<file path="src/rtl/instr_encoder.sv">
// instr_encoder: packs decoded RV32I fields into 32-bit instruction words.
// Each word gets the next instruction-memory byte address. Immediates that
// cannot be represented in the chosen format are truncated and reported.
// A single output register stage sits on a valid/ready stream.
module instr_encoder #(
    parameter int              ADDR_W    = 12,
    parameter logic [ADDR_W-1:0] BASE_ADDR = {ADDR_W{1'b0}}
) (
    input  logic              clk,
    input  logic              rst,
    input  logic              clear,
    input  logic              in_valid,
    output logic              in_ready,
    input  logic [2:0]        in_fmt,
    input  logic [6:0]        in_opcode,
    input  logic [4:0]        in_rd,
    input  logic [4:0]        in_rs1,
    input  logic [4:0]        in_rs2,
    input  logic [2:0]        in_funct3,
    input  logic [6:0]        in_funct7,
    input  logic [31:0]       in_imm,
    output logic              out_valid,
    input  logic              out_ready,
    output logic [31:0]       out_instr,
    output logic [ADDR_W-1:0] out_addr,
    output logic              err,
    output logic [ADDR_W-1:0] err_addr
);

    localparam logic [2:0] FMT_R = 3'd0;
    localparam logic [2:0] FMT_I = 3'd1;
    localparam logic [2:0] FMT_S = 3'd2;
    localparam logic [2:0] FMT_B = 3'd3;
    localparam logic [2:0] FMT_U = 3'd4;
    localparam logic [2:0] FMT_J = 3'd5;

    localparam logic [31:0]       NOP_INSTR = 32'h0000_0013;
    localparam logic [ADDR_W-1:0] ADDR_STEP = ADDR_W'(3'd4);

    // The immediate fits a signed field when every bit selected by the mask
    // equals the sign bit, i.e. the masked bits are all zero or all one.
    function automatic logic fits_signed(input logic [31:0] v, input logic [31:0] mask);
        logic [31:0] sel;
        sel = v & mask;
        return (sel == mask) || (sel == 32'h0000_0000);
    endfunction

    logic              accept_s;
    logic [31:0]       enc_instr_s;
    logic              enc_err_s;
    logic [ADDR_W-1:0] cur_addr_s;
    logic [ADDR_W-1:0] addr_r;

    assign in_ready = !out_valid || out_ready;
    assign accept_s = in_valid && in_ready;
    // A clear in the same cycle as an accept hands the word BASE_ADDR.
    assign cur_addr_s = clear ? BASE_ADDR : addr_r;

    // Pack the fields for the requested format and range-check the immediate.
    always_comb begin
        enc_instr_s = NOP_INSTR;
        enc_err_s   = 1'b0;
        case (in_fmt)
            FMT_R: begin
                enc_instr_s = {in_funct7, in_rs2, in_rs1, in_funct3, in_rd, in_opcode};
                enc_err_s   = 1'b0;
            end
            FMT_I: begin
                enc_instr_s = {in_imm[11:0], in_rs1, in_funct3, in_rd, in_opcode};
                enc_err_s   = !fits_signed(in_imm, 32'hFFFF_F800);
            end
            FMT_S: begin
                enc_instr_s = {in_imm[11:5], in_rs2, in_rs1, in_funct3, in_imm[4:0], in_opcode};
                enc_err_s   = !fits_signed(in_imm, 32'hFFFF_F800);
            end
            FMT_B: begin
                enc_instr_s = {in_imm[12], in_imm[10:5], in_rs2, in_rs1, in_funct3,
                               in_imm[4:1], in_imm[11], in_opcode};
                enc_err_s   = !fits_signed(in_imm, 32'hFFFF_F000) || in_imm[0];
            end
            FMT_U: begin
                enc_instr_s = {in_imm[31:12], in_rd, in_opcode};
                enc_err_s   = (in_imm[11:0] != 12'h000);
            end
            FMT_J: begin
                enc_instr_s = {in_imm[20], in_imm[10:1], in_imm[11], in_imm[19:12], in_rd, in_opcode};
                enc_err_s   = !fits_signed(in_imm, 32'hFFF0_0000) || in_imm[0];
            end
            default: begin
                enc_instr_s = NOP_INSTR;
                enc_err_s   = 1'b1;
            end
        endcase
    end

    // Output register: load on accept, drop valid after a transfer, else hold.
    always_ff @(posedge clk) begin
        if (rst) begin
            out_valid <= 1'b0;
            out_instr <= 32'h0000_0000;
            out_addr  <= {ADDR_W{1'b0}};
        end else if (accept_s) begin
            out_valid <= 1'b1;
            out_instr <= enc_instr_s;
            out_addr  <= cur_addr_s;
        end else if (out_ready) begin
            out_valid <= 1'b0;
        end else begin
            out_valid <= out_valid;
        end
    end

    // Address counter: advances by one word per accept, wraps silently.
    always_ff @(posedge clk) begin
        if (rst) begin
            addr_r <= BASE_ADDR;
        end else if (accept_s) begin
            addr_r <= cur_addr_s + ADDR_STEP;
        end else if (clear) begin
            addr_r <= BASE_ADDR;
        end else begin
            addr_r <= addr_r;
        end
    end

    // Sticky error flag with the address of the first offending word.
    always_ff @(posedge clk) begin
        if (rst) begin
            err      <= 1'b0;
            err_addr <= {ADDR_W{1'b0}};
        end else if (clear) begin
            err      <= accept_s && enc_err_s;
            err_addr <= {ADDR_W{1'b0}};
            if (accept_s && enc_err_s) begin
                err_addr <= BASE_ADDR;
            end else begin
                err_addr <= {ADDR_W{1'b0}};
            end
        end else if (accept_s && enc_err_s) begin
            err <= 1'b1;
            if (!err) begin
                err_addr <= cur_addr_s;
            end else begin
                err_addr <= err_addr;
            end
        end else begin
            err      <= err;
            err_addr <= err_addr;
        end
    end

endmodule
</file>
<file path="config.mk">
export PLATFORM = sky130hd
export DESIGN_NAME = instr_encoder
export DESIGN_NICKNAME = d
export VERILOG_FILES = /design/src/rtl/instr_encoder.sv
export SDC_FILE = /design/constraint.sdc
export NUM_CORES = 1
export LEC_CHECK = 0
export BUFFER_PORTS_ARGS = -buffer_cell sky130_fd_sc_hd__buf_4
export CAP_MARGIN = 20
export CORE_ASPECT_RATIO = 1.1
export CORE_UTILIZATION = 52
export DETAILED_ROUTE_END_ITERATION = 6
export PLACE_DENSITY = 0.93
export SYNTH_ARGS = -nofsm -noshare
export SYNTH_HDL_FRONTEND = slang
export SYNTH_SLANG_ARGS = --single-unit
</file>
<file path="constraint.sdc">
create_clock -name clk -period 2.6 [get_ports clk]
set_input_delay 0.13 -clock clk [delete_from_list [all_inputs] [get_ports clk]]
set_output_delay 0.13 -clock clk [all_outputs]
set_load 0.005 [all_outputs]
</file>
== Word-level counts from Yosys, hierarchy flattened ==
Index checks and enable logic that the tools add are counted.
Word-level totals
  register bits after elaboration: 70
  output and inout port bits: 59
  input bits: 72
  logic and storage cells: 46
Cells by class
  bitwise gates (word level): 1
  equality and inequality tests: 8
  add/subtract/negate cells: 1
  muxes and demuxes: 8
  reduce and logical (&&, ||, !) cells: 22
Operators with widths (count)
  case mux 32 bit (6 select lines): 1
  logical NOT 32 bit: 3
  two-way mux 12 bit: 2
  equality test 21 bit (second input constant): 1
  equality test 20 bit (second input constant): 1
  adder 12 x 3 -> 12 bit (second input constant): 1
  equality test 12 bit (second input constant): 1
  nonzero test 12 bit: 1
  equality test 3 x 2 -> 1 bit (second input constant): 2
  equality test 3 bit (second input constant): 2
  logical OR 1 bit: 6
  case mux 1 bit (5 select lines): 1
  logical NOT 1 bit: 4
  two-way mux 1 bit: 4
  nonzero test 2 bit: 2
  OR reduction 2 bit: 2
  equality test 3 x 1 -> 1 bit (second input constant): 1
  logical NOT 3 bit: 1
  logical AND 1 bit: 2
  AND reduction 2 bit: 1
  inverter 1 bit: 1

== Longest topological paths before layout ==
Gate-level depths: netlist (run 1).
  depth after elaboration: 8
  gate-level depth with buffers: 9
  gate-level depth less buffers: 6

== Least setup slack after synthesis (run 1) ==
Ideal clock, no wire load.
  path kind: input port to flip-flop
  start point: in in_fmt[2]
  end point: reg err_addr[10]
  buffers on the path: 3
  cell stages on the path: 9
  path slack: 876 ps
  library setup time: 120 ps
  data arrival time: 1605 ps
  data required time: 2480 ps
  cell sequence: buf_6 > and2b_1 > buf_6 > o2111ai_1 > a221o_1 > or3_1 > o31a_2 > buf_6 > mux2i_1
Between the ends
  word-level cells in the longest chain between the ends: 5
  elaborated cells between the ends (all ways): 10
  those cells by class: 5 x eq/ne; 1 x mux; 4 x reduce/logical
RTL lines
  from (decl): RTL line 14  | input logic [2:0] in_fmt,
  equality test 3 x 2 -> 1 bit or equality test 3 x 1 -> 1 bit (tied branches): RTL line 63  | case (in_fmt)
  OR reduction 2 bit (no source line)
  case mux 1 bit (5 select lines) (*): RTL line 63
  logical AND 1 bit (*): RTL line 139  | end else if (accept_s && enc_err_s) begin
  AND reduction 2 bit (no source line) (*)
  to (signal assigned): RTL line 137  | err_addr <= {ADDR_W{1'b0}};
  to (signal assigned): RTL line 142  | err_addr <= cur_addr_s;
  to (signal assigned): RTL line 144  | err_addr <= err_addr;
  to (decl): RTL line 27  | output logic [ADDR_W-1:0] err_addr
Every way passes the cells marked *; elsewhere a longest branch is shown, timed or not.
A chain may end at the register's enable or synchronous reset.

== Worst setup path after layout (run 1) ==
  start point: reg out_valid
  end point: reg err_addr[11]
Between the ends
  word-level cells in the longest chain between the ends: 5
RTL lines
  from (decl): RTL line 22  | output logic out_valid,
  from (signal assigned): RTL line 109  | out_valid <= out_valid;
  logical NOT 1 bit: RTL line 54  | assign in_ready = !out_valid || out_ready;
  logical OR 1 bit: RTL line 54
  logical AND 1 bit: RTL line 55  | assign accept_s = in_valid && in_ready;
  logical AND 1 bit: RTL line 139
  AND reduction 2 bit (no source line)
Every way passes these cells.

==> results of run 1 <==
-- worst register-to-register path: stages (launching register included) --
cell and delay [ns]:
dfxtp_1 0.32, nand2b_1 0.19, o2111ai_1 0.15, a221o_1 0.29
or3_1 0.35, o31a_2 0.25, mux2i_1 0.18
-- cell usage after synthesis, types with 2 or more instances --
cell      number  area share (%)
nand2_1       63             7.3
mux2_2         2            0.69
buf_6          3             1.0
mux2i_1       18             5.6
clkbuf_1      26             3.0
a221o_1        6             1.9
nand3b_1       7             1.6
nand2b_1       4            0.77
nand3_1        9             1.4
a221oi_1      14             3.8
nor3_1        24             3.7
xor2_1         5             1.3
o211ai_1       4            0.93
a21oi_1       22             3.4
inv_1          6            0.69
nor2b_1        5            0.96
or3_1          3            0.58
nand4_1        9             1.7
nor2_1        50             5.8
o22ai_1        2            0.39
dfxtp_1       70              43
o21ai_0       20             3.1
a22oi_1        4            0.93
xnor2_1        4             1.1
nor4_1         8             1.5
-- kinds of logic after synthesis --
family                     synth area share, %
buffers and inverters                     4.86
AOI/OAI and AO/OA                         16.2
and+or+nand+nor                           26.8
muxes                                     6.25
xor gates and xnor gates                  2.43
adders and majority gates                0.385
DFF                                       43.2
-- metrics by stage --
stage / instances / hold slack (ns) / util (%) / area (um2) / power (W)
after global placement: 587 / 0.391 / 72.0 / 4230 / 0.00156
after global routing: 603 / 0.0470 / 76.2 / 4480 / 0.00273
after detailed placement: 587 / 0.402 / 72.0 / 4230 / 0.00157
after CTS: 603 / 0.0339 / 76.2 / 4480 / 0.00263
after floorplan: 403 / 0.259 / - / 3250 / 0.00136
final: 603 / 0.0474 / 76.2 / 4480 / 0.00263
-- layer usage --
layer / wire length, um / vias up
met4: 394 / 0
met5: 0 / -
met1: 3680 / 1622
met2: 5050 / 249
li1: - / 1661
met3: 895 / 39
-- area by class of cell --
| cell class | instances | area [um2] |
|---|---|---|
| flip-flops and latches | 70 | 1400 |
| fillers | 433 | 1400 |
| multi-input cells | 297 | 1690 |
| well taps | 77 | 96.3 |
| clock buffers | 11 | 141 |
| clock inverters | 5 | 106 |
| inverters | 7 | 26.3 |
| repair buffers | 136 | 1020 |
-- flip-flops by register name, summed over array words and instances (netlist names) --
name,flops
out_valid,1
addr_r,12
err,1
err_addr,12
out_addr,12
out_instr,32
-- where the power goes --
part           switching, W  total (W)  internal (W)
Sequential        0.0000262    0.00114       0.00111
Combinational      0.000208   0.000411      0.000203
Clock              0.000410    0.00108      0.000665
Total              0.000644    0.00263       0.00198
-- worst max path at each step --
stage / to / startpoint / slack, ns
final: err_addr[11] / out_valid / 0.75
after detailed placement: err_addr[4] / in_imm[29] / 0.45
after floorplan: err_addr[10] / in_fmt[2] / 0.88
after CTS: err_addr[11] / out_valid / 0.77
after global routing: err_addr[11] / out_valid / 0.64
after global placement: err_addr[10] / in_imm[29] / 0.58
==> impl_metrics.ini, run 1 <==
[logic_synthesis]
synth.yosys.seq_area_share_pct = 43.2
synth.avg_cell_area_um2 = 8.05
ys_ff_latch = 70
synth_edf_count = 0
post_synth_instance_area_um2 = 3250
mappedNetlistNets = 476
dominantRegCellSynth = dfxtp_1
post_synth_inst_count = 403
synthesis.yosys.warnings = 0
synthArstFlopShare_pct = 0
synth_cell_type_count = 40

[global_route]
grt_first_pass_wirelength_um = 15600
global_route.usage.met1_pct = 34.1
grtUsageTotal_pct = 30.7
pin_count_of_the_biggest_net_entering_global_routing = 54
initial_antenna_violation_count = 0
grt_util_met3_pct = 7.53
gr-max-usage-layer = met2
met2_usage_pct = 53.5
first_global_vias = 3393
globalRoute.totalOverflow = 0

[power]
static-leakage-power_nw = 1.94
pwrdens_nw_per_um2 = 586
ir_drop_v = 0.000362

[hold_path]
whs_path_depth = 3
min-delay-path-class = primary input to flop
hold_end = out_instr[2]
hold_path.startpoint = in_opcode[2]

[setup_path]
crit_type = flop to flop
critical_path.max_stage_delay_ns = 0.35
critical_path_arrival_ns = 2.06
timing.critical_path.slowest_stage_cell = or3_1
critical_path.cell_chain = nand2b_1 -> o2111ai_1 -> a221o_1 -> or3_1 -> o31a_2 -> mux2i_1
family_with_the_most_delay_on_the_worst_path = compound AO/OA/AOI/OAI gates
worstSetupEndpointType = flop
critical_path_required_ns = 2.81
reg2reg_slack_ns = 0.75
critPathLaunchType = flop
r2r-start = out_valid
worst-path-stages = 6
r2r-end = err_addr[11]
path_max_fanout = 12
cp.buffers_inverters = 0
r2r_cells = 6

[clock_tree]
cts_tree = yes
clk_latency_ns = 0.35
htreeDepth = 3
tritoncts.num_buffers = 9
cts_hold_repair.buffers = 0
resized_gates_after_cts = 0
postCtsSetupRepairBufs = 0
clockBufferDepth = 2
cts.sinks = 70
cts.clk_slew.worst_paths_ns = 0.07
cts-root-buf = clkbuf_8

[drt]
dr_total_vias = 3571
detailedRoute.firstPassIterationCount = 5
detail-route-antenna-nets = 0
routed_wirelength_um = 10000
detail_route.drc_violations = 0
wl_per_cell_um = 16.6
drt_iter0_markers = 226
routed_via_density = 5.92

[timing]
worst_slew_margin_rel_pct = 62.4
final.setup_skew_ns = 0.00976
highest_achievable_clock_rate_mhz = 540
setup_viol_count_final = 0
postLayoutSetupSlackWorst_ns = 0.747
tns_ns = 0
setup_repair_after_global_routing_missed_its_margin = no
min_period_ns = 1.85
worstMarginPinSlew_ns = 0.564
finalHoldViolations = 0
timing.final.max_slew_violations = 0
min_period_over_period_pct = 71.3

[floorplanning]
rows = 29
initial_util_pct = 55.2
die_width_um = 77.3
dieArea_um2 = 6560
num_io_pins = 131
core_area_um2 = 5880
die_height_um = 84.9

[job]
cap_viol_max_count = 0

[placed_design]
dpl.hpwl_um = 7190
gp_routability_congestion = 0.968
io_buffers = 130
pre_cts_slack_ns = 0.455

[cells_and_area]
num_antenna_cells = 0
fin_nets = 594
layout.cells.most_common_list = buf_4 (136), dfxtp_1 (70), nand2_1 (63), nor2_1 (50), nor3_1 (24)
drive_gt1_share_pct = 29.8
syn_to_final_growth_pct = 38.0
layout_commonest_cell = buf_4

[outcome]
outcome = finished, final reports clean
Note: power is estimated with default switching activity, not from simulation.
==> run 2, diff against run 1 <==
--- a/config.mk
+++ b/config.mk
@@ -5,12 +5,13 @@
 export SDC_FILE = /design/constraint.sdc
 export NUM_CORES = 1
 export LEC_CHECK = 0
+export ABC_AREA = 1
 export BUFFER_PORTS_ARGS = -buffer_cell sky130_fd_sc_hd__buf_4
 export CAP_MARGIN = 20
 export CORE_ASPECT_RATIO = 1.1
-export CORE_UTILIZATION = 52
+export CORE_UTILIZATION = 49
 export DETAILED_ROUTE_END_ITERATION = 6
-export PLACE_DENSITY = 0.93
+export PLACE_DENSITY = 0.88
 export SYNTH_ARGS = -nofsm -noshare
 export SYNTH_HDL_FRONTEND = slang
 export SYNTH_SLANG_ARGS = --single-unit
==> constraint.sdc (replaced) <==
create_clock -name clk -period 1.85 [get_ports clk]
set_input_delay 0.0925 -clock clk [delete_from_list [all_inputs] [get_ports clk]]
set_output_delay 0.0925 -clock clk [all_outputs]
set_load 0.005 [all_outputs]
==> run 2 against run 1 <==
Largest cell class unchanged. Largest power group unchanged. Register-to-register slack got worse by 0.54 ns. Sequential share of layout area fell by 0.95 points. Synthesized area up 4.2%. Sequential power is 42% higher. Core utilization fell by 6.6 points. Cell count is 22% higher. Synthesized cell count grew 29%. Sequential cell count did not move. Clock skew decreased by 0.0038 ns. Highest routed layer unchanged. Final area increased by 3.1%. Setup slack got worse by 0.54 ns. Combinational power grew 54%.
==> impl_metrics.ini, run 2 <==
[timing]
finalHoldViolations = 0
worst_slew_margin_rel_pct = 44.5
final.setup_skew_ns = 0.00596
tns_ns = 0
highest_achievable_clock_rate_mhz = 610
min_period_ns = 1.64
min_period_over_period_pct = 88.6
setup_repair_after_global_routing_missed_its_margin = no
timing.final.max_slew_violations = 0
worst_hold_slack_ns = 0.0134
postLayoutSetupSlackWorst_ns = 0.212
setup_viol_count_final = 0
worstMarginPinSlew_ns = 0.829

[power]
static-leakage-power_nw = 2.20
switching_share_pct = 27.7
power.net_switching_w = 0.000976
power.share.clock_pct = 36.0
total_power_w = 0.00352
combinational_power_share_pct = 18.0
ir_drop_v = 0.000386
power_internal_w = 0.00255
pwrdens_nw_per_um2 = 763
sequentialPowerShare_pct = 46.0

[placed_design]
gp_routability_congestion = 0.919
dpl.hpwl_um = 8010
io_buffers = 130
pre_cts_slack_ns = 0.127

[logic_synthesis]
ys_ff_latch = 70
synthesis.yosys.warnings = 0
synth_top_cell_area_share_pct = 41.4
synth_commonest_cells = nand2_1 (161), nor2_1 (87), dfxtp_1 (70)
mappedNetlistNets = 593
synth_cell_type_count = 30
post_synth_instance_area_um2 = 3380
post-synth-top-count-cell = nand2_1
synth.yosys.seq_area_share_pct = 41.4
synthArstFlopShare_pct = 0
synth.avg_cell_area_um2 = 6.50
top_cells_by_area_synth = dfxtp_1 (41%), nand2_1 (18%), nor2_1 (9.7%)
synth_edf_count = 0
post_synth_inst_count = 520
synth_top_cell_by_area = dfxtp_1
dominantRegCellSynth = dfxtp_1

[setup_path]
r2r_cells = 8
path_max_fanout = 3
worstSetupEndpointType = flop
crit_type = flop to flop
critical_path_arrival_ns = 1.86
r2r-start = addr_r[2]
reg2reg_slack_ns = 0.21
critPathLaunchType = flop
critical_path.endpoint = addr_r[10]
r2r-end = addr_r[10]
critical_path_required_ns = 2.08
crit_path_start = addr_r[2]

[drt]
detail-route-antenna-nets = 0
routed_wirelength_um = 10400
wl_per_cell_um = 14.1
dr_total_vias = 3826
detailedRoute.firstPassIterationCount = 5
detail_route.drc_violations = 0
drt_iter0_markers = 256
routed_via_density = 5.21

[cells_and_area]
largest_reg_flops = 32
layout.cells.most_common_list = nand2_1 (161), buf_4 (137), nor2_1 (87), dfxtp_1 (70), inv_1 (51)
fill_cells = 569
drive_gt1_share_pct = 26.5
layout_commonest_cell = nand2_1
max_flop_register = out_instr
fin_nets = 721
syn_to_final_growth_pct = 36.6
num_antenna_cells = 0

[job]
cap_viol_max_count = 0

[clock_tree]
htreeDepth = 3
resized_gates_after_cts = 0
postCtsSetupRepairBufs = 0
clockBufferDepth = 2
clk_latency_ns = 0.34
cts.clk_slew.worst_paths_ns = 0.08
cts_tree = yes
cts-root-buf = clkbuf_8
cts_hold_repair.buffers = 0
cts.sinks = 70
tritoncts.num_buffers = 9

[floorplanning]
die_height_um = 89.1
initial_util_pct = 51.0
rows = 31
num_io_pins = 131
dieArea_um2 = 7240
die_width_um = 81.2
core_area_um2 = 6630

[hold_path]
hold_path.startpoint = in_opcode[6]
min-delay-path-class = primary input to flop

[global_route]
first_global_vias = 3608
grtUsageTotal_pct = 29.1
initial_antenna_violation_count = 0
globalRoute.totalOverflow = 0
pin_count_of_the_biggest_net_entering_global_routing = 36
grt_first_pass_wirelength_um = 16100

[outcome]
outcome = finished, final reports clean
-- run 2: cell count changes after synthesis, sizes merged, moves of 18 or more --
cell	change
nand2	+99
nor2	+41
inv	+55
a21oi	+24
nor3	-18
mux2i	-18
-- run 2: worst min path at each step --
stage / cells past startpoint / slack (ns) / endpoint
6_report: 3 / 0.01 / out_instr[6]
3_3_place_gp: 3 / 0.35 / out_instr[2]
5_1_grt: 2 / 0.008 / out_instr[1]
4_1_cts: 3 / 0.006 / out_instr[6]
3_5_place_dp: 3 / 0.36 / out_instr[6]
2_1_floorplan: 2 / 0.24 / out_instr[2]
-- run 2: area by class of cell --
| cell class | instances | area (um2) | area share, % |
|---|---|---|---|
| Multi-Input combinational cell | 369 | 1660 | 35.9 |
| Tap cell | 82 | 103 | 2.22 |
| Sequential cell | 70 | 1400 | 30.3 |
| Timing Repair Buffer | 137 | 1030 | 22.3 |
| Clock buffer | 12 | 145 | 3.14 |
| Inverter | 61 | 229 | 4.96 |
| Clock inverter | 4 | 55.1 | 1.19 |
-- run 2: worst max-delay path, cell delays in order (launching register included) --
cell,delay [ns]
dfxtp_1,0.35
nand2_1,0.11
inv_1,0.13
ha_1,0.16
inv_1,0.06
nor3_1,0.31
nand4_1,0.17
o21ai_0,0.17
a21oi_1,0.07
-- run 2: cell families after synthesis --
family	count (synthesis)	synth area share [%]
AND/OR/NAND/NOR	280	33.1
AO/OA/AOI/OAI	88	15.6
buffers and inverters	81	9.51
flip-flops	70	41.4
adder cells (fa/ha/maj)	1	0.370
-- run 2: routing by layer --
| layer | vias up | global-route usage (%) | wire length, um |
|---|---|---|---|
| met5 | - | 0 | 0 |
| met4 | 0 | 14.0 | 352 |
| met3 | 29 | 6.33 | 848 |
| met2 | 187 | 51.0 | 5070 |
| met1 | 1709 | 33.6 | 4080 |
| li1 | 1901 | - | - |
-- run 2: through the flow --
| stage | cell area, um2 | utilization (%) | std cells |
|---|---|---|---|
| final | 4620 | 69.7 | 735 |
| after global routing | 4620 | 69.7 | 735 |
| after CTS | 4620 | 69.7 | 735 |
| after detailed placement | 4420 | 66.6 | 719 |
| after global placement | 4420 | 66.6 | 719 |
| after floorplan | 3380 | - | 520 |
-- run 2: power groups by stage --
stage / registers [W] / clock network [W] / logic [W]
3_5_place_dp: 0.00166 / 0 / 0.000627
4_1_cts: 0.00162 / 0.00128 / 0.000631
6_report: 0.00162 / 0.00127 / 0.000634
3_3_place_gp: 0.00165 / 0 / 0.000613
5_1_grt: 0.00163 / 0.00135 / 0.000698
2_1_floorplan: 0.00166 / 0 / 0.000298
